`src/rtl/mod_add_pipe_pkg.sv`:
```
// Shared widths and types for the pipelined modular adder and its reduction helper.
package mod_add_pipe_pkg;
    localparam int BIT_WIDTH = 54;
    localparam int TAG_W     = 8;

    typedef logic [BIT_WIDTH-1:0] word_t;
    typedef logic [BIT_WIDTH:0]   sum_t;
    typedef logic [TAG_W-1:0]     tag_t;
endpackage

```
`src/rtl/mod_add_pipe_if.sv`:
```
// Operand/result handshake bundle for mod_add_pipe; slave is the adder side.
interface mod_add_pipe_if;
    import mod_add_pipe_pkg::*;

    word_t q;
    logic  in_valid;
    logic  in_ready;
    word_t a;
    word_t b;
    tag_t  in_tag;
    logic  out_valid;
    logic  out_ready;
    word_t out;
    tag_t  out_tag;

    modport slave (
        input  q, in_valid, a, b, in_tag, out_ready,
        output in_ready, out_valid, out, out_tag
    );

    modport master (
        output q, in_valid, a, b, in_tag, out_ready,
        input  in_ready, out_valid, out, out_tag
    );
endinterface

```
`src/rtl/mod_add_pipe_reduce_once.sv`:
```
// Conditional subtract of q from a (BIT_WIDTH+1)-bit value known to be below 2q.
module mod_reduce_once
    import mod_add_pipe_pkg::*;
(
    input  sum_t  sum_i,
    input  word_t q_i,
    output word_t res_o
);
    logic  borrow;
    sum_t  diff;
    logic  diff_msb_unused;

    // One extra bit on the left turns the subtraction's borrow into sum < q.
    assign {borrow, diff}  = {1'b0, sum_i} - {2'b00, q_i};
    assign diff_msb_unused = diff[BIT_WIDTH];
    assign res_o           = borrow ? sum_i[BIT_WIDTH-1:0] : diff[BIT_WIDTH-1:0];
endmodule

```
`src/rtl/mod_add_pipe.sv`:
```
// Two-stage (a + b) mod q with valid/ready on both sides and a tag carried alongside.
module mod_add_pipe
    import mod_add_pipe_pkg::*;
(
    input  logic          clk,
    input  logic          rst,
    mod_add_pipe_if.slave io
);
    logic  s1_valid_q, s1_valid_d;
    sum_t  s1_sum_q,   s1_sum_d;
    tag_t  s1_tag_q,   s1_tag_d;
    logic  s2_valid_q, s2_valid_d;
    word_t s2_out_q,   s2_out_d;
    tag_t  s2_tag_q,   s2_tag_d;
    logic  adv1, adv2;
    word_t reduced;

    mod_reduce_once u_reduce (
        .sum_i (s1_sum_q),
        .q_i   (io.q),
        .res_o (reduced)
    );

    always_comb begin
        adv2       = !s2_valid_q || io.out_ready;
        adv1       = !s1_valid_q || adv2;
        s1_valid_d = s1_valid_q;
        s1_sum_d   = s1_sum_q;
        s1_tag_d   = s1_tag_q;
        s2_valid_d = s2_valid_q;
        s2_out_d   = s2_out_q;
        s2_tag_d   = s2_tag_q;

        if (adv1) begin
            s1_valid_d = io.in_valid;
            if (io.in_valid) begin
                s1_sum_d = {1'b0, io.a} + {1'b0, io.b};
                s1_tag_d = io.in_tag;
            end
        end

        // S2 only reloads on adv2, so a stalled result stays put until taken.
        if (adv2) begin
            s2_valid_d = s1_valid_q;
            if (s1_valid_q) begin
                s2_out_d = reduced;
                s2_tag_d = s1_tag_q;
            end
        end
    end

    always_ff @(posedge clk or posedge rst) begin
        if (rst) begin
            s1_valid_q <= 1'b0;
            s1_sum_q   <= '0;
            s1_tag_q   <= '0;
            s2_valid_q <= 1'b0;
            s2_out_q   <= '0;
            s2_tag_q   <= '0;
        end else begin
            s1_valid_q <= s1_valid_d;
            s1_sum_q   <= s1_sum_d;
            s1_tag_q   <= s1_tag_d;
            s2_valid_q <= s2_valid_d;
            s2_out_q   <= s2_out_d;
            s2_tag_q   <= s2_tag_d;
        end
    end

    assign io.in_ready  = adv1;
    assign io.out_valid = s2_valid_q;
    assign io.out       = s2_out_q;
    assign io.out_tag   = s2_tag_q;
endmodule

```
`src/flat_wrapper.sv`:
```
// flat-port wrapper written by rule: the top's interface ports become plain ports
module mod_add_pipe_flat import mod_add_pipe_pkg::*;
  (clk, rst, io_q, io_in_valid, io_a, io_b, io_in_tag, io_out_ready, io_in_ready, io_out_valid, io_out, io_out_tag);
  mod_add_pipe_if io_i ();
  input  logic clk;
  input  logic rst;
  input wire logic [$bits(io_i.q)-1:0] io_q;
  input wire logic [$bits(io_i.in_valid)-1:0] io_in_valid;
  input wire logic [$bits(io_i.a)-1:0] io_a;
  input wire logic [$bits(io_i.b)-1:0] io_b;
  input wire logic [$bits(io_i.in_tag)-1:0] io_in_tag;
  input wire logic [$bits(io_i.out_ready)-1:0] io_out_ready;
  output wire logic [$bits(io_i.in_ready)-1:0] io_in_ready;
  output wire logic [$bits(io_i.out_valid)-1:0] io_out_valid;
  output wire logic [$bits(io_i.out)-1:0] io_out;
  output wire logic [$bits(io_i.out_tag)-1:0] io_out_tag;
  assign io_i.q = io_q;
  assign io_i.in_valid = io_in_valid;
  assign io_i.a = io_a;
  assign io_i.b = io_b;
  assign io_i.in_tag = io_in_tag;
  assign io_i.out_ready = io_out_ready;
  assign io_in_ready = io_i.in_ready;
  assign io_out_valid = io_i.out_valid;
  assign io_out = io_i.out;
  assign io_out_tag = io_i.out_tag;
  mod_add_pipe u_core (.clk(clk), .rst(rst), .io(io_i));
endmodule
```
`config.mk`:
```
export PLATFORM = sky130hd
export DESIGN_NAME = mod_add_pipe_flat
export DESIGN_NICKNAME = d
export VERILOG_FILES = /design/src/rtl/mod_add_pipe_pkg.sv /design/src/rtl/mod_add_pipe_if.sv /design/src/rtl/mod_add_pipe_reduce_once.sv /design/src/rtl/mod_add_pipe.sv /design/src/flat_wrapper.sv
export SDC_FILE = /design/constraint.sdc
export NUM_CORES = 1
export LEC_CHECK = 0
export BUFFER_PORTS_ARGS = -buffer_cell sky130_fd_sc_hd__buf_2
export CAP_MARGIN = 20
export CORE_MARGIN = 1
export CORE_UTILIZATION = 52
export CTS_BUF_LIST = sky130_fd_sc_hd__clkbuf_8
export CTS_CLUSTER_SIZE = 25
export DETAILED_ROUTE_END_ITERATION = 6
export MAX_ROUTING_LAYER = met4
export PLACE_DENSITY_LB_ADDON = 0.15
export SLEW_MARGIN = 20
export SYNTH_ARGS = -nofsm -noshare
export SYNTH_HDL_FRONTEND = slang
export SYNTH_SLANG_ARGS = --single-unit
```
`constraint.sdc`:
```
create_clock -name clk -period 3.7 [get_ports clk]
set_input_delay 0.185 -clock clk [delete_from_list [all_inputs] [get_ports clk]]
set_output_delay 0.185 -clock clk [all_outputs]
set_load 0.02 [all_outputs]
```
### Word level (Yosys, flattened, before mapping)

Index checks and enable logic that the tools add are counted.

* divide/modulo/power cells: 0
* muxes and demuxes: 1
* reduce and logical (&&, ||, !) cells: 6
* bitwise gates (word level): 0
* magnitude comparators: 0
* multiply operators: 0
* equal/unequal tests: 0
* shifts and indexed selects: 0
* add/subtract/negate cells: 2

Operators by type and width (number)
* 55-bit by 54-bit subtractor with 56-bit output: 1
* 54-bit by 54-bit adder with 55-bit output: 1
* 54-bit 2-to-1 mux: 1
* 2-bit AND reduction: 2
* 1-bit logical NOT: 2
* 1-bit logical OR: 2

* bits of input ports: 174
* memories: 0
* bits in latches: 0
* output and inout port bits: 64
* memory bits (writable): 0
* ROM bits: 0
* flip-flop bits (word level): 127

### Depth between registers and ports, before layout

* depth in word-level cells: 4
* depth in mapped cells: 14
* mapped depth without buffers: 13

### By module

Synthesis repeated with hierarchy kept, for this count alone.

* cells, all modules: 1433
* area total of the unflattened synthesis: 11624.9 um^2

Modules (own cells, without submodules)
* mod_add_pipe: times used 1, cells an instance 760, area each 7464.7 um^2
* mod_reduce_once: times used 1, cells an instance 673, area each 4160.2 um^2

### Least setup slack after synthesis

Ideal clock, no wire load.

* path type: flip-flop to flip-flop
* from: reg u_core.s1_sum_q[0]
* to: reg u_core.s2_out_q[38] (netlist: u_core.io.out[38])
* library setup time: 0.065 ns
* setup slack: 0.910 ns
* arrival time: 2.725 ns
* stages on the path, launching flop included: 14
* data required time: 3.635 ns
* buffers on the path: 0
* cells stage by stage: dfrtp_1 -> inv_1 -> ha_1 -> fa_1 -> nand2b_1 -> a211oi_1 -> o211ai_1 -> a311oi_1 -> o31ai_1 -> o21bai_1 -> a21oi_1 -> xor2_1 -> o21ai_1 -> o21a_1

* word-level cells in the longest chain between the ends: 2

Ends and longest elaborated chain
* start: declaration: RTL line mod_add_pipe.sv:10 `sum_t s1_sum_q, s1_sum_d;`
* start signal: assignment: RTL line mod_add_pipe.sv:62 `s1_sum_q <= s1_sum_d;`
* 55-bit by 54-bit subtractor with 56-bit output: RTL line mod_add_pipe_reduce_once.sv:14 `assign {borrow, diff} = {1'b0, sum_i} - {2'b00, q_i};`
* 54-bit 2-to-1 mux: RTL line mod_add_pipe_reduce_once.sv:16 `assign res_o = borrow ? sum_i[BIT_WIDTH-1:0] : diff[BIT_WIDTH-1:0];`
* end signal: assignment: RTL line mod_add_pipe.sv:65 `s2_out_q <= s2_out_d;`
* end: declaration: RTL line mod_add_pipe.sv:13 `word_t s2_out_q, s2_out_d;`

No other way between the ends.
A chain may end at the register's enable or synchronous reset.

### Final worst setup path

* from: reg u_core.s1_sum_q[0]
* to: reg u_core.s2_out_q[40] (netlist: u_core.io.out[40])

The elaborated chain is that of the path after synthesis.

==> report_table.html <==
<table>
<tr><th>Metric</th><th>Value</th></tr>
<tr><th colspan="2">GRT</th></tr>
<tr><td>Total track usage</td><td>0.296</td></tr>
<tr><td>Overflow after GRT</td><td>0</td></tr>
<tr><td>First-pass GRT wire length</td><td>between 50000 and 60000 um</td></tr>
<tr><td>Number of global-route vias before repair</td><td>slightly above 10000</td></tr>
<tr><td>Number of antenna violations at the first check in global routing</td><td>0</td></tr>
<tr><td>Largest net degree at the start of global routing</td><td>97</td></tr>
<tr><th colspan="2">Logic synthesis</th></tr>
<tr><td>Unique cell type count in the Yosys netlist</td><td>between 70 and 80</td></tr>
<tr><td>Number of synthesized flops with an enable pin</td><td>0</td></tr>
<tr><td>Synth warn</td><td>0</td></tr>
<tr><td>Syn Nets</td><td>between 1500 and 2000</td></tr>
<tr><td>Portion of the post-synthesis area used by sequential elements</td><td>0.282</td></tr>
<tr><td>Share of flip-flops with an asynchronous set or reset after synthesis</td><td>1.00</td></tr>
<tr><td>Mean instance size in the synthesized netlist</td><td>slightly below 8 sq um</td></tr>
<tr><td>Post-Syn Area</td><td>0.0113 sq mm</td></tr>
<tr><td>Post-Synthesis Cells</td><td>~1400</td></tr>
<tr><td>Most common flop cell mapped by yosys</td><td>sky130_fd_sc_hd__dfrtp_1</td></tr>
<tr><td>Flop and latch count out of synthesis</td><td>approximately 130</td></tr>
<tr><th colspan="2">Detailed routing</th></tr>
<tr><td>Total number of vias</td><td>approximately 11000</td></tr>
<tr><td>Routed wire length</td><td>between 30000 and 40000 um</td></tr>
<tr><td>DRC errors left</td><td>0</td></tr>
<tr><td>Detailed-route vias per instance</td><td>5.63</td></tr>
<tr><td>First-pass iteration count of the detailed router</td><td>5</td></tr>
<tr><td>Number of nets with antenna violations after detailed routing</td><td>0</td></tr>
<tr><td>Number of DRC markers in iteration 0</td><td>about 680</td></tr>
<tr><td>Average detailed-routed wire length per instance</td><td>roughly 16 um</td></tr>
<tr><th colspan="2">Die</th></tr>
<tr><td>Chip width</td><td>between 100 and 150 um</td></tr>
<tr><td>Die area</td><td>~0.022 sq mm</td></tr>
<tr><td>Core Box Area</td><td>approximately 0.021 sq mm</td></tr>
<tr><td>Ports placed on the boundary</td><td>238</td></tr>
<tr><td>Effective utilization at floorplan</td><td>0.533</td></tr>
<tr><td>Die Span Y</td><td>between 100 and 150 um</td></tr>
<tr><td>Number of placement rows</td><td>53</td></tr>
<tr><th colspan="2">Worst setup path</th></tr>
<tr><td>Critical setup path kind</td><td>reg2reg</td></tr>
<tr><td>Cell chain of the critical path</td><td>inv_1 -&gt; ha_1 -&gt; fa_1 -&gt; nand2b_1 -&gt; a211oi_1 -&gt; o211ai_1 -&gt; a311oi_2 -&gt; o31ai_1 -&gt; nand2b_1 -&gt; a211oi_1 -&gt; xor2_1 -&gt; o21ai_1 -&gt; o21a_1</td></tr>
<tr><td>Critical path capture point type</td><td>flip-flop</td></tr>
<tr><td>Worst stage delay on the critical path</td><td>420 ps</td></tr>
<tr><td>Signal arrival time at the worst endpoint</td><td>about 3800 ps</td></tr>
<tr><td>Worst EP required</td><td>slightly above 4000 ps</td></tr>
<tr><td>Cell family contributing the most delay on the critical path</td><td>compound AO/OA/AOI/OAI gates</td></tr>
<tr><td>Crit start category</td><td>flip-flop</td></tr>
<tr><td>Critical-path cell with the highest stage delay</td><td>sky130_fd_sc_hd__a211oi_1</td></tr>
<tr><td>Critical Path Fanout Max</td><td>4</td></tr>
<tr><td>Buffering stage count on the worst path with inverters included</td><td>1</td></tr>
<tr><th colspan="2">Pwr</th></tr>
<tr><td>Final total power</td><td>about 7.4 mW</td></tr>
<tr><td>P_leak</td><td>~6.6 nW</td></tr>
<tr><td>Max VDD drop</td><td>between 200 and 250 uV</td></tr>
<tr><td>Part of the power in registers</td><td>0.293</td></tr>
<tr><td>Power Internal</td><td>around 4.0 mW</td></tr>
<tr><td>Reported net switching power</td><td>3.38 mW</td></tr>
<tr><td>Power Density</td><td>between 500 and 600 mW/mm^2</td></tr>
<tr><td>Clock Power Share</td><td>0.171</td></tr>
<tr><td>Comb power frac</td><td>0.535</td></tr>
<tr><td>Switching share of power</td><td>0.459</td></tr>
<tr><th colspan="2">Layout</th></tr>
<tr><td>End-of-flow core utilization</td><td>0.624</td></tr>
<tr><td>Layout net count</td><td>between 1500 and 2000</td></tr>
<tr><td>Number of antenna diodes</td><td>0</td></tr>
<tr><td>Fillers</td><td>~2000</td></tr>
<tr><td>Fraction of final layout cells with drive strength greater than 1</td><td>0.188</td></tr>
<tr><td>Area overhead of the layout relative to synthesis</td><td>17.1%</td></tr>
<tr><td>Post-route standard cell area excluding fillers</td><td>0.0132 sq mm</td></tr>
<tr><th colspan="2">STA</th></tr>
<tr><td>Setup repair after global routing missed its margin</td><td>no</td></tr>
<tr><td>Final number of max-transition violations</td><td>0</td></tr>
<tr><td>Final setup fails</td><td>0</td></tr>
<tr><td>Period minus WS final</td><td>roughly 3400 ps</td></tr>
<tr><td>Worst max-slew margin expressed relative to the limit</td><td>0.372</td></tr>
<tr><td>Hold Fails Final Rpt</td><td>0</td></tr>
<tr><td>Maximum clock frequency</td><td>293 MHz</td></tr>
<tr><td>Least-Margin Pin Slew</td><td>between 900 and 1000 ps</td></tr>
<tr><td>Share of the clock period used by the worst path</td><td>0.923</td></tr>
<tr><td>Total Neg Setup Slack</td><td>0 ps</td></tr>
<tr><td>Fin Clk Skew</td><td>19.4 ps</td></tr>
<tr><th colspan="2">Clock network</th></tr>
<tr><td>Clock Latency Late Sink</td><td>460 ps</td></tr>
<tr><td>Setup bufs post-CTS</td><td>0</td></tr>
<tr><td>Number of buffers created by CTS</td><td>17</td></tr>
<tr><td>H-tree levels</td><td>4</td></tr>
<tr><td>Buffers from clock root to sink, at most</td><td>2</td></tr>
<tr><td>Master cell of the clock root buffer</td><td>sky130_fd_sc_hd__clkbuf_8</td></tr>
<tr><td>Clock tree from TritonCTS</td><td>done</td></tr>
<tr><td>Clock-pin transition on the worst setup and hold timing paths</td><td>about 80 ps</td></tr>
<tr><td>Total number of clock tree sinks</td><td>between 100 and 150</td></tr>
<tr><th colspan="2">Placed design</th></tr>
<tr><td>Number of buffers inserted by port buffering</td><td>237</td></tr>
<tr><td>Placed wire-length estimate</td><td>~25000 um</td></tr>
<tr><td>Placed Area</td><td>about 0.013 sq mm</td></tr>
<tr><td>Final GP Congestion</td><td>about 1</td></tr>
<tr><th colspan="2">Run</th></tr>
<tr><td>Max-Cap Viols</td><td>0</td></tr>
<tr><th colspan="2">Run status</th></tr>
<tr><td>Run status</td><td>complete, no violations</td></tr>
<tr><th colspan="2">Worst hold path</th></tr>
<tr><td>Class of the worst hold path</td><td>in2reg</td></tr>
</table>
cell usage after synthesis (6+ instances only):
cell                       number  area [sq um]
sky130_fd_sc_hd__a211oi_1      12          90.1
sky130_fd_sc_hd__a21o_1        56           420
sky130_fd_sc_hd__a21oi_1      160           801
sky130_fd_sc_hd__a31oi_1       11          68.8
sky130_fd_sc_hd__and2_1         7          43.8
sky130_fd_sc_hd__and3_1        10          62.6
sky130_fd_sc_hd__and4_1         6          52.6
sky130_fd_sc_hd__buf_2         10          50.1
sky130_fd_sc_hd__clkbuf_1      41           154
sky130_fd_sc_hd__dfrtp_1      127          3180
sky130_fd_sc_hd__ha_1         108          1350
sky130_fd_sc_hd__inv_1         84           315
sky130_fd_sc_hd__mux2i_1       13           130
sky130_fd_sc_hd__nand2_1      233           875
sky130_fd_sc_hd__nand2b_1      13          81.3
sky130_fd_sc_hd__nand3_1       23           115
sky130_fd_sc_hd__nand4_1       19           119
sky130_fd_sc_hd__nor2_1       101           379
sky130_fd_sc_hd__nor2b_1        9          56.3
sky130_fd_sc_hd__nor3_1        18          90.1
sky130_fd_sc_hd__o211ai_1      11          82.6
sky130_fd_sc_hd__o21a_1        16           120
sky130_fd_sc_hd__o21ai_0       98           490
sky130_fd_sc_hd__o21ai_1       54           270
sky130_fd_sc_hd__o21bai_1      14           105
sky130_fd_sc_hd__o31ai_1       11          82.6
sky130_fd_sc_hd__xnor2_1       57           499
sky130_fd_sc_hd__xor2_1        39           342
final timing paths:
path	startpoint	end	slack, ps	cells past startpoint
max in group asynchronous	rst	u_core.s1_sum_q[42]	2380	4
min	io_a[0]	u_core.s1_sum_q[0]	90	4
min in group asynchronous	rst	u_core.io.out[6]	500	3
max	u_core.s1_sum_q[0]	u_core.io.out[40]	290	13
max reg2reg	u_core.s1_sum_q[0]	u_core.io.out[40]	290	13
min reg2reg	u_core.s1_tag_q[1]	u_core.io.out_tag[1]	470	2
sequential cells by signal, summed over array words and instances, names as in the netlist:
signal	flops
u_core.io.out	54
u_core.s1_sum_q	55
u_core.io.out_valid	1
u_core.s1_tag_q	8
u_core.s1_valid_q	1
u_core.io.out_tag	8
power groups by stage:
| stage | clock network [mW] | logic (mW) | registers (mW) |
|---|---|---|---|
| global route | 1.35 | 4.37 | 2.22 |
| CTS | 1.29 | 3.92 | 2.16 |
| finish | 1.26 | 3.95 | 2.16 |
| floorplan | 0 | 2.46 | 2.48 |
| global placement | 0 | 3.87 | 2.17 |
| detailed placement | 0 | 3.90 | 2.18 |
layer usage:
layer,vias to the layer above,routed length (um),global-route usage,part of all wire
met2,376,13000,0.422,0.41
met1,5028,15500,0.428,0.49
met3,32,2520,0.0569,0.080
met5,-,0,-,0
li1,5563,-,-,-
met4,0,408,0.0730,0.013
worst reg2reg max path: stages, from the launching register on:
cell and delay [ps]:
sky130_fd_sc_hd__dfrtp_1 350, sky130_fd_sc_hd__inv_1 50, sky130_fd_sc_hd__ha_1 190, sky130_fd_sc_hd__fa_1 400, sky130_fd_sc_hd__nand2b_1 190, sky130_fd_sc_hd__a211oi_1 420
sky130_fd_sc_hd__o211ai_1 280, sky130_fd_sc_hd__a311oi_2 380, sky130_fd_sc_hd__o31ai_1 180, sky130_fd_sc_hd__nand2b_1 250, sky130_fd_sc_hd__a211oi_1 130, sky130_fd_sc_hd__xor2_1 150
sky130_fd_sc_hd__o21ai_1 210, sky130_fd_sc_hd__o21a_1 150
layout make-up:
| type | count | area (sq um) | area share |
|---|---|---|---|
| clock buffer | 17 | 234 | 0.0177 |
| sequential | 127 | 3180 | 0.241 |
| inverter | 84 | 318 | 0.0241 |
| timing repair buffer | 258 | 1410 | 0.106 |
| multi-input combinational | 1178 | 7550 | 0.572 |
| clock inverter | 15 | 174 | 0.0132 |
| tap | 275 | 344 | 0.0261 |
per-stage QoR:
stage	instances	worst slack, ps	hold slack (ps)
after floorplan	1446	131	290
after global placement	1912	450	388
after detailed placement	1912	273	386
after CTS	1954	220	70.8
after global routing	1954	27.8	111
final	1954	286	88.1
timing repair:
item                                    4_1_cts  5_1_grt
gates resized for setup                       0        1
hold endpoints to repair                     81        0
hold buffers                                 10        0
endpoints found under the setup margin        0        5
logic make-up after synthesis:
kind of cell               Yosys count  synth area share
DFF                                127             0.282
AOI/OAI and AO/OA                  500             0.279
xor gates and xnor gates            96            0.0746
and+or+nand+nor                    459             0.179
muxes                               13            0.0115
adders and majority gates          110             0.123
buffers and inverters              141            0.0502
layout by cell type (no fill, tap or decap), drive strengths merged, types with 4 or more instances in the layout:
cell type,instances
and2,8
o21ai,154
nor4,4
a311oi,4
xor2,39
mux2i,13
clkbuf,17
a21oi,164
nand3b,4
nand3,23
a31oi,14
nor2,101
o21a,16
nor2b,9
ha,108
a221oi,4
nand2,233
a211oi,16
inv,91
a21boi,4
dfrtp,127
a21o,56
and4,6
clkinv,4
nor3,19
dlygate4sd3,10
nand4,20
xnor2,57
buf,248
o21bai,14
o211ai,11
nand2b,13
and3,10
o31ai,13
Note: power is estimated with default switching activity, not from simulation.
